==> src/rtl/adc_spi_scan_ctrl_pkg.sv <==
// ----------------------------------------------------------------------------
// adc_spi_pkg : shared FSM encoding and frame constants for the ADC scan controller.  Rev 1.0
// ----------------------------------------------------------------------------
`default_nettype none

package adc_spi_pkg;

  typedef enum logic [1:0] {
    ST_IDLE  = 2'd0,
    ST_SETUP = 2'd1,
    ST_SHIFT = 2'd2,
    ST_HOLD  = 2'd3
  } state_t;

  localparam int FRAME_BITS      = 16;
  localparam int TICKS_PER_FRAME = 32;
  localparam int ADDR_MSB_BIT    = 13;

endpackage

`default_nettype wire

==> src/rtl/adc_spi_scan_ctrl_if.sv <==
// ----------------------------------------------------------------------------
// adc_spi_scan_ctrl_if : user-side scan request / sample stream of the ADC scan controller.  Rev 1.0
// ----------------------------------------------------------------------------
`default_nettype none

interface adc_spi_scan_ctrl_if #(
  parameter int NUM_CH = 8,
  parameter int ADDR_W = 3,
  parameter int DATA_W = 12
) ();

  logic              start;
  logic              cont_mode;
  logic [NUM_CH-1:0] ch_mask;
  logic              busy;
  logic              sample_valid;
  logic [DATA_W-1:0] sample_data;
  logic [ADDR_W-1:0] sample_ch;
  logic              scan_done;
  logic              frame_err;

  modport master (
    output start, cont_mode, ch_mask,
    input  busy, sample_valid, sample_data, sample_ch, scan_done, frame_err
  );

  modport slave (
    input  start, cont_mode, ch_mask,
    output busy, sample_valid, sample_data, sample_ch, scan_done, frame_err
  );

endinterface

`default_nettype wire

==> src/rtl/adc_spi_scan_ctrl_tick.sv <==
// ----------------------------------------------------------------------------
// adc_sclk_tick : free-running divider, one-clk tick per SCLK half-period.  Rev 1.0
// ----------------------------------------------------------------------------
`default_nettype none

module adc_sclk_tick #(
  parameter int CLK_DIV = 2
) (
  input  logic clk,
  input  logic rst_n,
  output logic tick
);

  localparam int               CNT_W = (CLK_DIV > 1) ? $clog2(CLK_DIV) : 1;
  localparam logic [CNT_W-1:0] TERM  = CNT_W'(CLK_DIV - 1);

  logic [CNT_W-1:0] cnt;

  always_ff @(posedge clk or negedge rst_n) begin
    if (!rst_n)            cnt <= '0;
    else if (cnt == TERM)  cnt <= '0;
    else                   cnt <= cnt + CNT_W'(1);
  end

  assign tick = (cnt == TERM);

endmodule

`default_nettype wire

==> src/rtl/adc_spi_scan_ctrl.sv <==
// ----------------------------------------------------------------------------
// adc_spi_scan_ctrl : ascending-mask scan controller for ADC128S102-class SPI ADCs.  Rev 1.0
// Optional leading-bit frame checker: define ADC_SCAN_FRAME_CHK_EN.
// ----------------------------------------------------------------------------
`default_nettype none

module adc_spi_scan_ctrl
  import adc_spi_pkg::*;
#(
  parameter int CLK_DIV = 2,
  parameter int NUM_CH  = 8,
  parameter int ADDR_W  = 3,
  parameter int DATA_W  = 12
) (
  input  logic               clk,
  input  logic               rst_n,
  adc_spi_scan_ctrl_if.slave usr,
  output logic               cs_n,
  output logic               sclk,
  output logic               din,
  input  logic               dout
);

`ifdef ADC_SCAN_FRAME_CHK_EN
  localparam int SR_W = FRAME_BITS - 1;
`else
  localparam int SR_W = DATA_W - 1;
`endif
  localparam int         WORD_W       = SR_W + 1;
  localparam int         ADDR_LSB_BIT = ADDR_MSB_BIT + 1 - ADDR_W;
  localparam logic [4:0] LAST_TICK    = 5'(TICKS_PER_FRAME - 1);

  state_t              state, state_nx;
  logic                tick, busy, flush, first_frame;
  logic                start_ok, frame_end, restart, nxt_found;
  logic [NUM_CH-1:0]   mask;
  logic [ADDR_W-1:0]   cur_addr, prev_addr, nxt_addr;
  logic [4:0]          tcnt;
  logic [SR_W-1:0]     shreg;
  logic [WORD_W-1:0]   word;
  logic [FRAME_BITS-1:0] addr_word;
  logic [3:0]          nxt_bit;
  logic                sample_valid, scan_done;
  logic [DATA_W-1:0]   sample_data;
  logic [ADDR_W-1:0]   sample_ch;

  function automatic logic [ADDR_W-1:0] lowest(input logic [NUM_CH-1:0] m);
    lowest = '0;
    for (int i = NUM_CH - 1; i >= 0; i--)
      if (m[i]) lowest = ADDR_W'(i);
  endfunction

  adc_sclk_tick #(.CLK_DIV(CLK_DIV)) u_tick (
    .clk  (clk),
    .rst_n(rst_n),
    .tick (tick)
  );

  assign start_ok  = usr.start && (state == ST_IDLE) && !busy && (|usr.ch_mask);
  assign frame_end = (state == ST_SHIFT) && tick && (tcnt == LAST_TICK);
  assign restart   = (state == ST_HOLD) && (state_nx == ST_SETUP);
  assign word      = {shreg, dout};
  assign addr_word = FRAME_BITS'(cur_addr) << ADDR_LSB_BIT;
  // Bit index of the even tick that follows odd tick tcnt.
  assign nxt_bit   = 4'd14 - tcnt[4:1];

  always_comb begin
    nxt_found = 1'b0;
    nxt_addr  = '0;
    for (int i = NUM_CH - 1; i >= 0; i--) begin
      if (mask[i] && (i > int'(cur_addr))) begin
        nxt_found = 1'b1;
        nxt_addr  = ADDR_W'(i);
      end
    end
  end

  always_ff @(posedge clk or negedge rst_n) begin
    if (!rst_n) state <= ST_IDLE;
    else        state <= state_nx;
  end

  // busy in IDLE means a start was accepted and SETUP waits for the next tick.
  always_comb begin
    state_nx = state;
    case (state)
      ST_IDLE:  if (busy && tick) state_nx = ST_SETUP;
      ST_SETUP: if (tick) state_nx = ST_SHIFT;
      ST_SHIFT: if (frame_end && flush) state_nx = ST_HOLD;
      ST_HOLD:  if (tick) state_nx = (usr.cont_mode && (|usr.ch_mask)) ? ST_SETUP : ST_IDLE;
      default:  state_nx = ST_IDLE;
    endcase
  end

  always_ff @(posedge clk or negedge rst_n) begin
    if (!rst_n) begin
      busy         <= 1'b0;
      mask         <= '0;
      cur_addr     <= '0;
      prev_addr    <= '0;
      tcnt         <= '0;
      shreg        <= '0;
      flush        <= 1'b0;
      first_frame  <= 1'b0;
      cs_n         <= 1'b1;
      sclk         <= 1'b1;
      din          <= 1'b0;
      sample_valid <= 1'b0;
      sample_data  <= '0;
      sample_ch    <= '0;
      scan_done    <= 1'b0;
    end else begin
      sample_valid <= 1'b0;
      scan_done    <= 1'b0;
      cs_n         <= !((state_nx == ST_SETUP) || (state_nx == ST_SHIFT));
      if (start_ok) begin
        busy <= 1'b1;
        mask <= usr.ch_mask;
      end
      if (restart) mask <= usr.ch_mask;
      if ((state == ST_HOLD) && (state_nx == ST_IDLE)) busy <= 1'b0;
      if ((state != ST_SETUP) && (state_nx == ST_SETUP)) begin
        cur_addr    <= lowest(restart ? usr.ch_mask : mask);
        flush       <= 1'b0;
        first_frame <= 1'b1;
      end
      if ((state == ST_SETUP) && tick) begin
        tcnt <= '0;
        sclk <= 1'b0;
        din  <= 1'b0;
      end
      if ((state == ST_SHIFT) && tick) begin
        tcnt <= tcnt + 5'd1;
        if (!tcnt[0]) begin
          sclk <= 1'b1;
        end else begin
          shreg <= word[SR_W-1:0];
          if (tcnt != LAST_TICK) begin
            sclk <= 1'b0;
            din  <= addr_word[nxt_bit];
          end else begin
            sclk <= flush;
            din  <= 1'b0;
          end
        end
      end
      if (frame_end) begin
        if (!first_frame) begin
          sample_valid <= 1'b1;
          sample_data  <= word[DATA_W-1:0];
          sample_ch    <= prev_addr;
          scan_done    <= flush;
        end
        first_frame <= 1'b0;
        if (!flush) begin
          prev_addr <= cur_addr;
          if (nxt_found) begin
            cur_addr <= nxt_addr;
          end else begin
            cur_addr <= lowest(mask);
            flush    <= 1'b1;
          end
        end
      end
    end
  end

`ifdef ADC_SCAN_FRAME_CHK_EN
  logic frame_err;

  always_ff @(posedge clk or negedge rst_n) begin
    if (!rst_n)
      frame_err <= 1'b0;
    else if (start_ok)
      frame_err <= 1'b0;
    else if (frame_end && !first_frame && (|word[WORD_W-1:DATA_W]))
      frame_err <= 1'b1;
  end

  assign usr.frame_err = frame_err;
`else
  assign usr.frame_err = 1'b0;
`endif

  assign usr.busy         = busy;
  assign usr.sample_valid = sample_valid;
  assign usr.sample_data  = sample_data;
  assign usr.sample_ch    = sample_ch;
  assign usr.scan_done    = scan_done;

endmodule

`default_nettype wire
==> src/flat_wrapper.sv <==
// flat-port wrapper written by rule: the top's interface ports become plain ports
module adc_spi_scan_ctrl_flat import adc_spi_pkg::*;
#(
  parameter int CLK_DIV = 2,
  parameter int NUM_CH  = 8,
  parameter int ADDR_W  = 3,
  parameter int DATA_W  = 12
)
  (clk, rst_n, cs_n, sclk, din, dout, usr_start, usr_cont_mode, usr_ch_mask, usr_busy, usr_sample_valid, usr_sample_data, usr_sample_ch, usr_scan_done, usr_frame_err);
  adc_spi_scan_ctrl_if #(.NUM_CH(NUM_CH), .ADDR_W(ADDR_W), .DATA_W(DATA_W)) usr_i ();
  input  logic clk;
  input  logic rst_n;
  output logic cs_n;
  output logic sclk;
  output logic din;
  input  logic dout;
  input wire logic [$bits(usr_i.start)-1:0] usr_start;
  input wire logic [$bits(usr_i.cont_mode)-1:0] usr_cont_mode;
  input wire logic [$bits(usr_i.ch_mask)-1:0] usr_ch_mask;
  output wire logic [$bits(usr_i.busy)-1:0] usr_busy;
  output wire logic [$bits(usr_i.sample_valid)-1:0] usr_sample_valid;
  output wire logic [$bits(usr_i.sample_data)-1:0] usr_sample_data;
  output wire logic [$bits(usr_i.sample_ch)-1:0] usr_sample_ch;
  output wire logic [$bits(usr_i.scan_done)-1:0] usr_scan_done;
  output wire logic [$bits(usr_i.frame_err)-1:0] usr_frame_err;
  assign usr_i.start = usr_start;
  assign usr_i.cont_mode = usr_cont_mode;
  assign usr_i.ch_mask = usr_ch_mask;
  assign usr_busy = usr_i.busy;
  assign usr_sample_valid = usr_i.sample_valid;
  assign usr_sample_data = usr_i.sample_data;
  assign usr_sample_ch = usr_i.sample_ch;
  assign usr_scan_done = usr_i.scan_done;
  assign usr_frame_err = usr_i.frame_err;
  adc_spi_scan_ctrl #(.CLK_DIV(CLK_DIV), .NUM_CH(NUM_CH), .ADDR_W(ADDR_W), .DATA_W(DATA_W)) u_core (.clk(clk), .rst_n(rst_n), .usr(usr_i), .cs_n(cs_n), .sclk(sclk), .din(din), .dout(dout));
endmodule
==> config.mk <==
export PLATFORM = sky130hd
export DESIGN_NAME = adc_spi_scan_ctrl_flat
export DESIGN_NICKNAME = d
export VERILOG_FILES = /design/src/rtl/adc_spi_scan_ctrl_pkg.sv /design/src/rtl/adc_spi_scan_ctrl_if.sv /design/src/rtl/adc_spi_scan_ctrl_tick.sv /design/src/rtl/adc_spi_scan_ctrl.sv /design/src/flat_wrapper.sv
export SDC_FILE = /design/constraint.sdc
export NUM_CORES = 1
export LEC_CHECK = 0
export ABC_AREA = 1
export CORE_MARGIN = 8
export CORE_UTILIZATION = 55
export DETAILED_ROUTE_END_ITERATION = 8
export PLACE_DENSITY = 0.86
export SYNTH_ARGS = -nofsm -noshare
export SYNTH_HDL_FRONTEND = slang
export SYNTH_HIERARCHICAL = 1
export SYNTH_SLANG_ARGS = --single-unit
==> constraint.sdc <==
create_clock -name clk -period 3.75 [get_ports clk]
set_input_delay 0.375 -clock clk [delete_from_list [all_inputs] [get_ports clk]]
set_output_delay 0.375 -clock clk [all_outputs]
set_load 0.02 [all_outputs]
Yosys cells after proc, flatten, opt, wreduce, memory -nomap -nowiden
Index checks and enable logic that the tools add are counted.
{"block": "word_totals", "input_bits": 13, "elab_cells": 138, "ff_bits": 56}
{"block": "op_classes", "n_bitwise": 2, "muxes": 68, "n_lt_le_gt_ge": 8, "addsub": 3, "n_reduce_logical": 32, "eq_ne": 8}
{"op": "$mux 3", "n": 27}
{"op": "$mux 1", "n": 30}
{"op": "$mux 8", "n": 3}
{"op": "$logic_and 1x1->1", "n": 19}
{"op": "$gt 3x3->1 const A", "n": 4}
{"op": "$mux 5", "n": 2}
{"op": "$mux 2", "n": 4}
{"op": "$pmux 2 s4", "n": 1}
{"op": "$reduce_bool 2->1", "n": 4}
{"op": "$reduce_or 8->1", "n": 1}
{"op": "$eq 2x2->1 const B", "n": 3}
{"op": "$gt 2x3->1 const A", "n": 2}
{"op": "$reduce_and 2->1", "n": 3}
{"op": "$add 5x1->5 const B", "n": 1}
{"op": "$eq 5x5->1 const B", "n": 1}
{"op": "$lt 4x5->1 const B", "n": 1}
{"op": "$ne 5x5->1 const B", "n": 1}
{"op": "$bmux 1 s4", "n": 1}
{"op": "$eq 2x1->1 const B", "n": 2}
{"op": "$logic_not 2->1", "n": 2}
{"op": "$sub 4x4->4 const A", "n": 1}
{"op": "$gt 1x3->1 const A", "n": 1}
{"op": "$logic_not 1->1", "n": 2}
{"op": "$ne 2x1->1 const B", "n": 1}
{"op": "3 further kinds", "n": 4}

Depth between registers and ports, before layout
Gate-level depths: netlist of the first run.
{"block": "logic_depth", "word_depth": 20, "ltp_mapped": 22}

Hierarchy
Netlist of the first run, hierarchy kept.
{"mod": "adc_spi_scan_ctrl", "area_each_um2": 2762.6, "cells_per_inst": 344, "instances": 1, "seq_area_each_um2": 1378.8}
{"mod": "adc_sclk_tick", "area_each_um2": 28.8, "cells_per_inst": 2, "instances": 1, "seq_area_each_um2": 25.0}

Worst setup path before layout of the first run
OpenSTA, ideal clock, no wires.
{"block": "synth_timing", "kind": "register to register", "from": "register u_core.tcnt[1]", "to": "register u_core.cur_addr[2]", "path_slack_ps": 1170, "path_buffers": 1, "t_arrival_ps": 2463, "stages_incl_launch_ff": 21, "required_ps": 3633, "setup_time_ps": 117, "cell_sequence": "dfrtp_1 -> ha_1 -> nand2_1 -> nor2_1 -> ha_1 -> inv_1 -> nor2_4 -> nand2_1 -> o211ai_1 -> nand2_1 -> inv_1 -> ha_1 -> nand3_2 -> buf_2 -> a21oi_1 -> inv_1 -> and2_1 -> nand2_1 -> o21ai_1 -> o21ai_1 -> inv_1"}
{"block": "synth_via", "elab_chain_len": 19}
{"element": "start, declared", "line_no": "adc_spi_scan_ctrl.sv:38", "text": "logic [4:0] tcnt;"}
{"element": "start signal, assigned", "line_no": "adc_spi_scan_ctrl.sv:133", "text": "tcnt <= tcnt + 5'd1;"}
{"element": "$eq 5x5->1 *", "line_no": "adc_spi_scan_ctrl.sv:60", "text": "assign frame_end = (state == ST_SHIFT) && tick && (tcnt == LAST_TICK);"}
{"element": "$logic_and 1x1->1 *", "line_no": "adc_spi_scan_ctrl.sv:60"}
{"element": "$logic_and 1x1->1 *", "line_no": "adc_spi_scan_ctrl.sv:89", "text": "ST_SHIFT: if (frame_end && flush) state_nx = ST_HOLD;"}
{"element": "$mux 2 *", "line_no": "adc_spi_scan_ctrl.sv:89"}
{"element": "$pmux 2 s4 *", "line_no": "adc_spi_scan_ctrl.sv:86", "text": "case (state)"}
{"element": "net u_core.state_nx[0]", "line_no": "adc_spi_scan_ctrl.sv:33", "text": "state_t state, state_nx;"}
{"element": "$eq 2x1->1 *", "line_no": "adc_spi_scan_ctrl.sv:61, adc_spi_scan_ctrl.sv:122"}
{"element": "$logic_and 1x1->1", "line_no": "adc_spi_scan_ctrl.sv:61", "text": "assign restart = (state == ST_HOLD) && (state_nx == ST_SETUP);"}
{"element": "$mux 8", "line_no": "adc_spi_scan_ctrl.sv:123", "text": "cur_addr <= lowest(restart ? usr.ch_mask : mask);"}
{"element": "$mux 3 (8 in series)", "line_no": "adc_spi_scan_ctrl.sv:50", "text": "if (m[i]) lowest = ADDR_W'(i);"}
{"element": "$mux 3 *", "line_no": "adc_spi_scan_ctrl.sv:122", "text": "if ((state != ST_SETUP) && (state_nx == ST_SETUP)) begin"}
{"element": "$mux 3", "line_no": "adc_spi_scan_ctrl.sv:155", "text": "if (!flush) begin"}
{"element": "$mux 3 *", "line_no": "adc_spi_scan_ctrl.sv:147", "text": "if (frame_end) begin"}
{"element": "end signal, assigned", "line_no": "adc_spi_scan_ctrl.sv:123"}
{"element": "end signal, assigned", "line_no": "adc_spi_scan_ctrl.sv:158", "text": "cur_addr <= nxt_addr;"}
{"element": "end signal, assigned", "line_no": "adc_spi_scan_ctrl.sv:160", "text": "cur_addr <= lowest(mask);"}
{"element": "end, declared", "line_no": "adc_spi_scan_ctrl.sv:37", "text": "logic [ADDR_W-1:0] cur_addr, prev_addr, nxt_addr;"}
The timed path passes the listed nets; every way through them passes the cells marked *.
A chain may end at the register's enable or synchronous reset.

Worst setup path in the final report of the first run
{"block": "layout_timing", "from": "register u_core.tcnt[1]", "to": "register u_core.cur_addr[0]"}
Same word-level chain as after synthesis.

==> flow_summary.json, run 1 <==
{
  "slowest_delay_ns": 0.51,
  "slew_headroom": 0.475,
  "drive_above_1_share": 0.0712,
  "placed_cells": 441,
  "hold_viol_final": 0,
  "yosys_most_used_dff": "dfrtp_1",
  "cts_tree": "built",
  "area_growth_syn_to_layout_pct": 16.2,
  "yosysMostFrequentCell": "nand2_1",
  "multi_input_area_mm2": 0.00113,
  "cp.required_ns": 3.96,
  "clkLatencyLatePin_ns": 0.31,
  "ys_ff_latch": 56,
  "yosysUniqueCellTypes": 34,
  "synth_mux_area_frac": 0,
  "hold_buffers": 0,
  "antenna_cells": 0,
  "cts_resized": 0,
  "total_power_w": 0.000981,
  "yosysTopAreaCell": "dfrtp_1",
  "fillers": 449,
  "synth_edf_count": 0,
  "initial_core_util": 0.557,
  "synth-simple-area-share": 0.223,
  "die_height_um": 87.2,
  "synth_fa_ha_area_frac": 0.0269,
  "rsz0062_at_grt": "false",
  "first_global_vias": 2355,
  "cts_max_path_buffers": 2,
  "met2_usage": 0.293,
  "grt_pass1_wl_mm": 10.4,
  "final.setup.tns_ns": 0,
  "finalCritPeriodShare": 0.824,
  "final_util": 0.648,
  "ir_drop_mv": 0.243,
  "crit_family": "simple AND/OR/NAND/NOR gates",
  "hpwl_mm": 4.45,
  "via_count": 2334,
  "met1_usage": 0.200,
  "p_leak_nw": 1.54,
  "ys_seq_area_frac": 0.503,
  "cts-buffers-inserted": 5,
  "use_met3": 0.0462,
  "cp-end-kind": "flip-flop",
  "worst-path-buf-inv": 2,
  "power_density_mw_per_mm2": 303,
  "synth.area.top_cells": "dfrtp_1 (48%), nand2_1 (13%), o21ai_0 (7.0%), inv_1 (6.6%), ha_1 (2.7%)",
  "status": "finished, final reports clean",
  "cts_setup_buffers": 0,
  "gr-max-usage-layer": "met2",
  "slowest_stage": "dfrtp_1",
  "io_pins": 35,
  "chipWidth_um": 87.2,
  "synth_top_family_by_area": "simple AND/OR/NAND/NOR gates",
  "clock_sinks": 56,
  "r2r_start": "u_core/tcnt[1]",
  "track_usage": 0.170,
  "crit_start": "u_core/tcnt[1]",
  "htreeDepth": 2,
  "post-route-drc-count": 0,
  "clk_pin_slew_ns": 0.10,
  "synth_compound_area_frac": 0.146,
  "grt_overflow_total": 0,
  "drt_iter0_drc": 125,
  "crit_chain": "ha_1 -> nand2_1 -> nor2_1 -> ha_1 -> inv_1 -> nor2_4 -> nand2_1 -> o211ai_1 -> nand2_1 -> inv_1 -> ha_1 -> nand3_2 -> o21ai_0 -> nand2_1 -> nand2_1 -> nand2_1 -> nand2_1 -> nand2_1 -> nand2_1 -> a21oi_1",
  "detail_route.wl_per_cell_um": 13.2,
  "maxSlewViolCount": 0,
  "synth_top_area_frac": 0.484,
  "antenna_found_initial": 0,
  "reg2reg_slack_ns": 0.66,
  "die_area_mm2": 0.00761,
  "ant_nets": 0,
  "setup_violations": 0,
  "fmax_mhz": 323,
  "grt_max_degree": 36,
  "synthXorXnorAreaFrac": 0.00628,
  "critPathKind": "reg2reg",
  "synthCells": 346,
  "cp-start-kind": "flip-flop",
  "wl_mm": 5.91,
  "cts-root-buf": "clkbuf_8",
  "synth_nets": 365,
  "hold_path.class": "in2async",
  "regArea_mm2": 0.00140,
  "routabilityCongestion": 0.913,
  "io_buffers": 33,
  "tightest_slew_ns": 0.788,
  "path_max_fanout": 15,
  "avgSynthCellArea_um2": 8.07,
  "drt-vias-per-instance": 5.20,
  "crit_top_cell": "nand2_1",
  "final_cells": 449,
  "fp-row-count": 26,
  "crit_arrival_ns": 3.30,
  "drt-pass1-iter-count": 4,
  "async_flop_share": 1.00,
  "core_mm2": 0.00501,
  "synth_common_cells": "nand2_1 (99), dfrtp_1 (54), inv_1 (49), o21ai_0 (39), nor2_1 (19)",
  "yosys_warnings": 6,
  "period_minus_slack_ns": 3.09,
  "finClkSkew_ns": 0.00774,
  "syn_area_mm2": 0.00279,
  "drv_cap": 0,
  "fin_nets": 397
}
==> per-stage QoR <==
stage | hold slack [ns] | setup WS (ns) | cell area (um2)
2_1_floorplan | 0.0794 | 1.17 | 2790
3_3_place_gp | 0.456 | 0.920 | 3150
3_5_place_dp | 0.469 | 0.733 | 3150
4_1_cts | 0.144 | 0.704 | 3240
5_1_grt | 0.172 | 0.361 | 3240
6_report | 0.126 | 0.658 | 3240
==> worst paths after layout <==
check,depth (start not counted),endpoint
hold reg to reg,2,u_core/shreg[9]
setup reg to reg,20,u_core/cur_addr[0]
hold / removal,1,u_core/usr.sample_data[10]
min in group clk,2,u_core/shreg[9]
max in group asynchronous,2,u_core/cs_n
setup / recovery,20,u_core/cur_addr[0]
==> metal layers <==
metal / share of wire / wire length, um / vias up
met5: 0 / 0 / -
met4: 0.011 / 65 / 0
met3: 0.077 / 458 / 9
met2: 0.47 / 2790 / 80
met1: 0.44 / 2590 / 1084
li1: - / - / 1161
==> state kept, by name, summed over array words and instances (netlist names) <==
register,flops
u_core/cs_n,1
u_core/cur_addr,3
u_core/din,1
u_core/first_frame,1
u_core/flush,1
u_core/mask,8
u_core/prev_addr,3
u_core/sclk,1
u_core/shreg,11
u_core/state,2
u_core/tcnt,5
u_core/u_tick/tick,1
u_core/usr.busy,1
u_core/usr.sample_ch,3
u_core/usr.sample_data,12
u_core/usr.sample_valid,1
u_core/usr.scan_done,1
==> logic make-up (layout without fill, tap and decap cells) <==
logic type | after synthesis | in the layout
AND/OR/NAND/NOR | 146 | 146
AO/OA/AOI/OAI | 73 | 73
buffers and inverters | 62 | 95
flip-flops | 56 | 56
adder cells (fa/ha/maj) | 6 | 6
XOR/XNOR | 2 | 2
other | 1 | 1
==> report_power, final <==
group	internal (W)	switching, W	leakage (nW)
sequential	0.000610	0.00000307	0.673
combinational	0.0000143	0.0000229	0.818
clock	0.000133	0.000199	0.0445
total	0.000757	0.000225	1.54
==> cell type report <==
cell class,instances,area share
tap,70,0.0270
multi-input combinational,228,0.347
clock inverter,3,0.00656
inverter,52,0.0602
sequential,56,0.433
clock buffer,5,0.0212
timing repair buffer,35,0.105
==> cells in the final DEF, fill, tap and decap left out, types with 6 or more instances in the layout <==
master,synthesis,final
nor2_1,19,19
inv_1,49,49
dfrtp_1,54,54
o21ai_1,8,8
ha_1,6,6
clkdlybuf4s50_1,0,32
nand2_1,99,99
o21ai_0,39,39
a21oi_1,11,11
nand3_1,15,15
Power figures use the tool's default switching activity.
==> run 2: changes to the inputs <==
- CORE_UTILIZATION: 55 -> 50
- PLACE_DENSITY: 0.86 -> 0.83
- clock period: 3.75 -> 2.5 ns (I/O delays scaled with it)
==> flow_summary.json, run 2 (synthesis results as in run 1) <==
{
  "drive_above_1_share": 0.209,
  "crit_arrival_ns": 2.88,
  "multi_input_area_mm2": 0.00125,
  "fmax_mhz": 379,
  "post-route-drc-count": 0,
  "violations": "setup timing",
  "die_area_mm2": 0.00823,
  "finClkSkew_ns": 0.0159,
  "initial_core_util": 0.513,
  "track_usage": 0.164,
  "regArea_mm2": 0.00141,
  "whs_ns": 0.431,
  "regMostFlops": "u_core/usr.sample_data",
  "via_count": 2522,
  "placed_cells": 461,
  "path_max_fanout": 7,
  "grt_pass1_wl_mm": 11.3,
  "cp-end-kind": "flip-flop",
  "htreeDepth": 2,
  "clkLatencyLatePin_ns": 0.32,
  "fillers": 421,
  "cp.required_ns": 2.74,
  "critPathKind": "reg2reg",
  "cp-start-kind": "flip-flop",
  "power_density_mw_per_mm2": 413,
  "fin_ws_ns": -0.136,
  "finalCritPeriodShare": 1.05,
  "layout_commonest_cell": "nand2_1",
  "final.setup.tns_ns": -0.179,
  "final_cells": 483,
  "slew_headroom": 0.649,
  "slowest_stage": "dfrtp_1",
  "ant_nets": 0,
  "ir_drop_mv": 0.240,
  "worst-path-buf-inv": 4,
  "io_pins": 35,
  "grt_overflow_total": 0,
  "core_mm2": 0.00544,
  "grt_max_degree": 34,
  "largest_reg_flops": 12,
  "chipWidth_um": 90.7,
  "die_height_um": 90.7,
  "status": "finished with violations",
  "antenna_cells": 0,
  "detail_route.wl_per_cell_um": 13.9,
  "area_growth_syn_to_layout_pct": 29.9,
  "drt-pass1-iter-count": 4,
  "largestRegisters": "u_core/usr.sample_data (12), u_core/shreg (11), u_core/mask (8)",
  "maxSlewViolCount": 0,
  "wl_mm": 6.72,
  "crit_chain": "ha_4 -> nand2_4 -> nor2_4 -> ha_4 -> inv_2 -> nor2_4 -> nand2_2 -> o211ai_1 -> nand2_1 -> inv_2 -> ha_4 -> nand3_4 -> buf_6 -> nand2_1 -> o21ai_1 -> inv_1 -> nand2_2 -> nand2_1 -> nand2_1 -> nand2_1 -> nand2_2 -> a21oi_2",
  "p_leak_nw": 1.70,
  "io_buffers": 33,
  "final_cell_mix": "nand2_1 (87), dfrtp_1 (53), inv_1 (47)",
  "cts-root-buf": "clkbuf_8",
  "period_minus_slack_ns": 2.64,
  "drt_iter0_drc": 179,
  "crit_family": "simple AND/OR/NAND/NOR gates",
  "fp-row-count": 27,
  "drt-vias-per-instance": 5.22,
  "place_ws_ns": -0.0834,
  "cts_max_path_buffers": 2,
  "fin_nets": 429,
  "tightest_slew_ns": 0.526,
  "slowest_delay_ns": 0.41,
  "drv_cap": 0,
  "routabilityCongestion": 0.866,
  "hold_viol_final": 0,
  "hpwl_mm": 4.36,
  "rsz0062_at_grt": "true",
  "cts_tree": "built",
  "antenna_found_initial": 0,
  "crit_top_cell": "nand2_1",
  "first_global_vias": 2495,
  "clock_sinks": 56,
  "setup_violations": 4,
  "clk_pin_slew_ns": 0.11,
  "cts-buffers-inserted": 5,
  "hold_path.class": "in2async"
}
[run 2: changes by cell type in the layout (fill, tap and decap cells not counted), sizes merged]
| cell | delta |
|---|---|
| buf | +31 |
| clkinvlp | -1 |
| clkinv | +1 |
| dlygate4sd3 | +1 |
[run 2: area by class of cell]
cell class	instances	share of cell area
Sequential cell	56	0.388
Multi-Input combinational cell	228	0.344
Timing Repair Buffer	67	0.164
Inverter	52	0.0538
Tap cell	72	0.0248
Clock buffer	5	0.0190
Clock inverter	3	0.00725
[run 2: routing by layer]
metal,part of all wire,GRT usage,wire (um)
met1,0.41,0.195,2760
met2,0.49,0.263,3300
met3,0.074,0.0532,499
met4,0.022,0.0749,149
met5,0,0,0
[run 2: through the flow]
step,power (W),util,instance area (um2)
after floorplan,0.000949,-,2810
after global placement,0.000998,0.608,3310
after detailed placement,0.000999,0.608,3310
after CTS,0.00151,0.646,3510
after global routing,0.00155,0.667,3630
final,0.00150,0.667,3630
[run 2: what timing repair did]
item | 4_1_cts | 5_1_grt
resized for setup | 13 | 23
setup buffers | 8 | 5
hold buffers | 1 | 0
endpoints found under the hold margin | 21 | 0
pin swaps | 3 | 17
endpoints found under the setup margin | 3 | 12
[run 2: worst paths after layout]
check | cells past startpoint | from | to | slack [ns]
max reg2reg | 22 | u_core/tcnt[0] | u_core/cur_addr[0] | -0.14
min reg2reg | 2 | u_core/shreg[2] | u_core/shreg[3] | 0.48
max in group asynchronous | 3 | rst_n | u_core/usr.sample_ch[0] | 1.24
min | 2 | rst_n | u_core/usr.sample_data[8] | 0.43
min in group clk | 2 | u_core/shreg[2] | u_core/shreg[3] | 0.48
max | 22 | u_core/tcnt[0] | u_core/cur_addr[0] | -0.14
[run 2: worst reg2reg max path: stages, from the launching register on]
cell      delay, ns
dfrtp_1        0.41
ha_4           0.17
nand2_4        0.06
nor2_4         0.10
ha_4           0.14
inv_2          0.04
nor2_4         0.12
nand2_2        0.06
o211ai_1       0.09
nand2_1        0.11
inv_2          0.09
ha_4           0.16
nand3_4        0.09
buf_6          0.17
nand2_1        0.06
o21ai_1        0.07
inv_1          0.11
nand2_2        0.06
nand2_1        0.07
nand2_1        0.06
nand2_1        0.09
nand2_2        0.08
a21oi_2        0.15
[run 2: power breakdown]
part	leakage [nW]	switching [W]	total, W	internal [W]
registers	0.673	0.00000441	0.000919	0.000914
logic	0.980	0.0000357	0.0000639	0.0000282
clock network	0.0487	0.000311	0.000516	0.000205
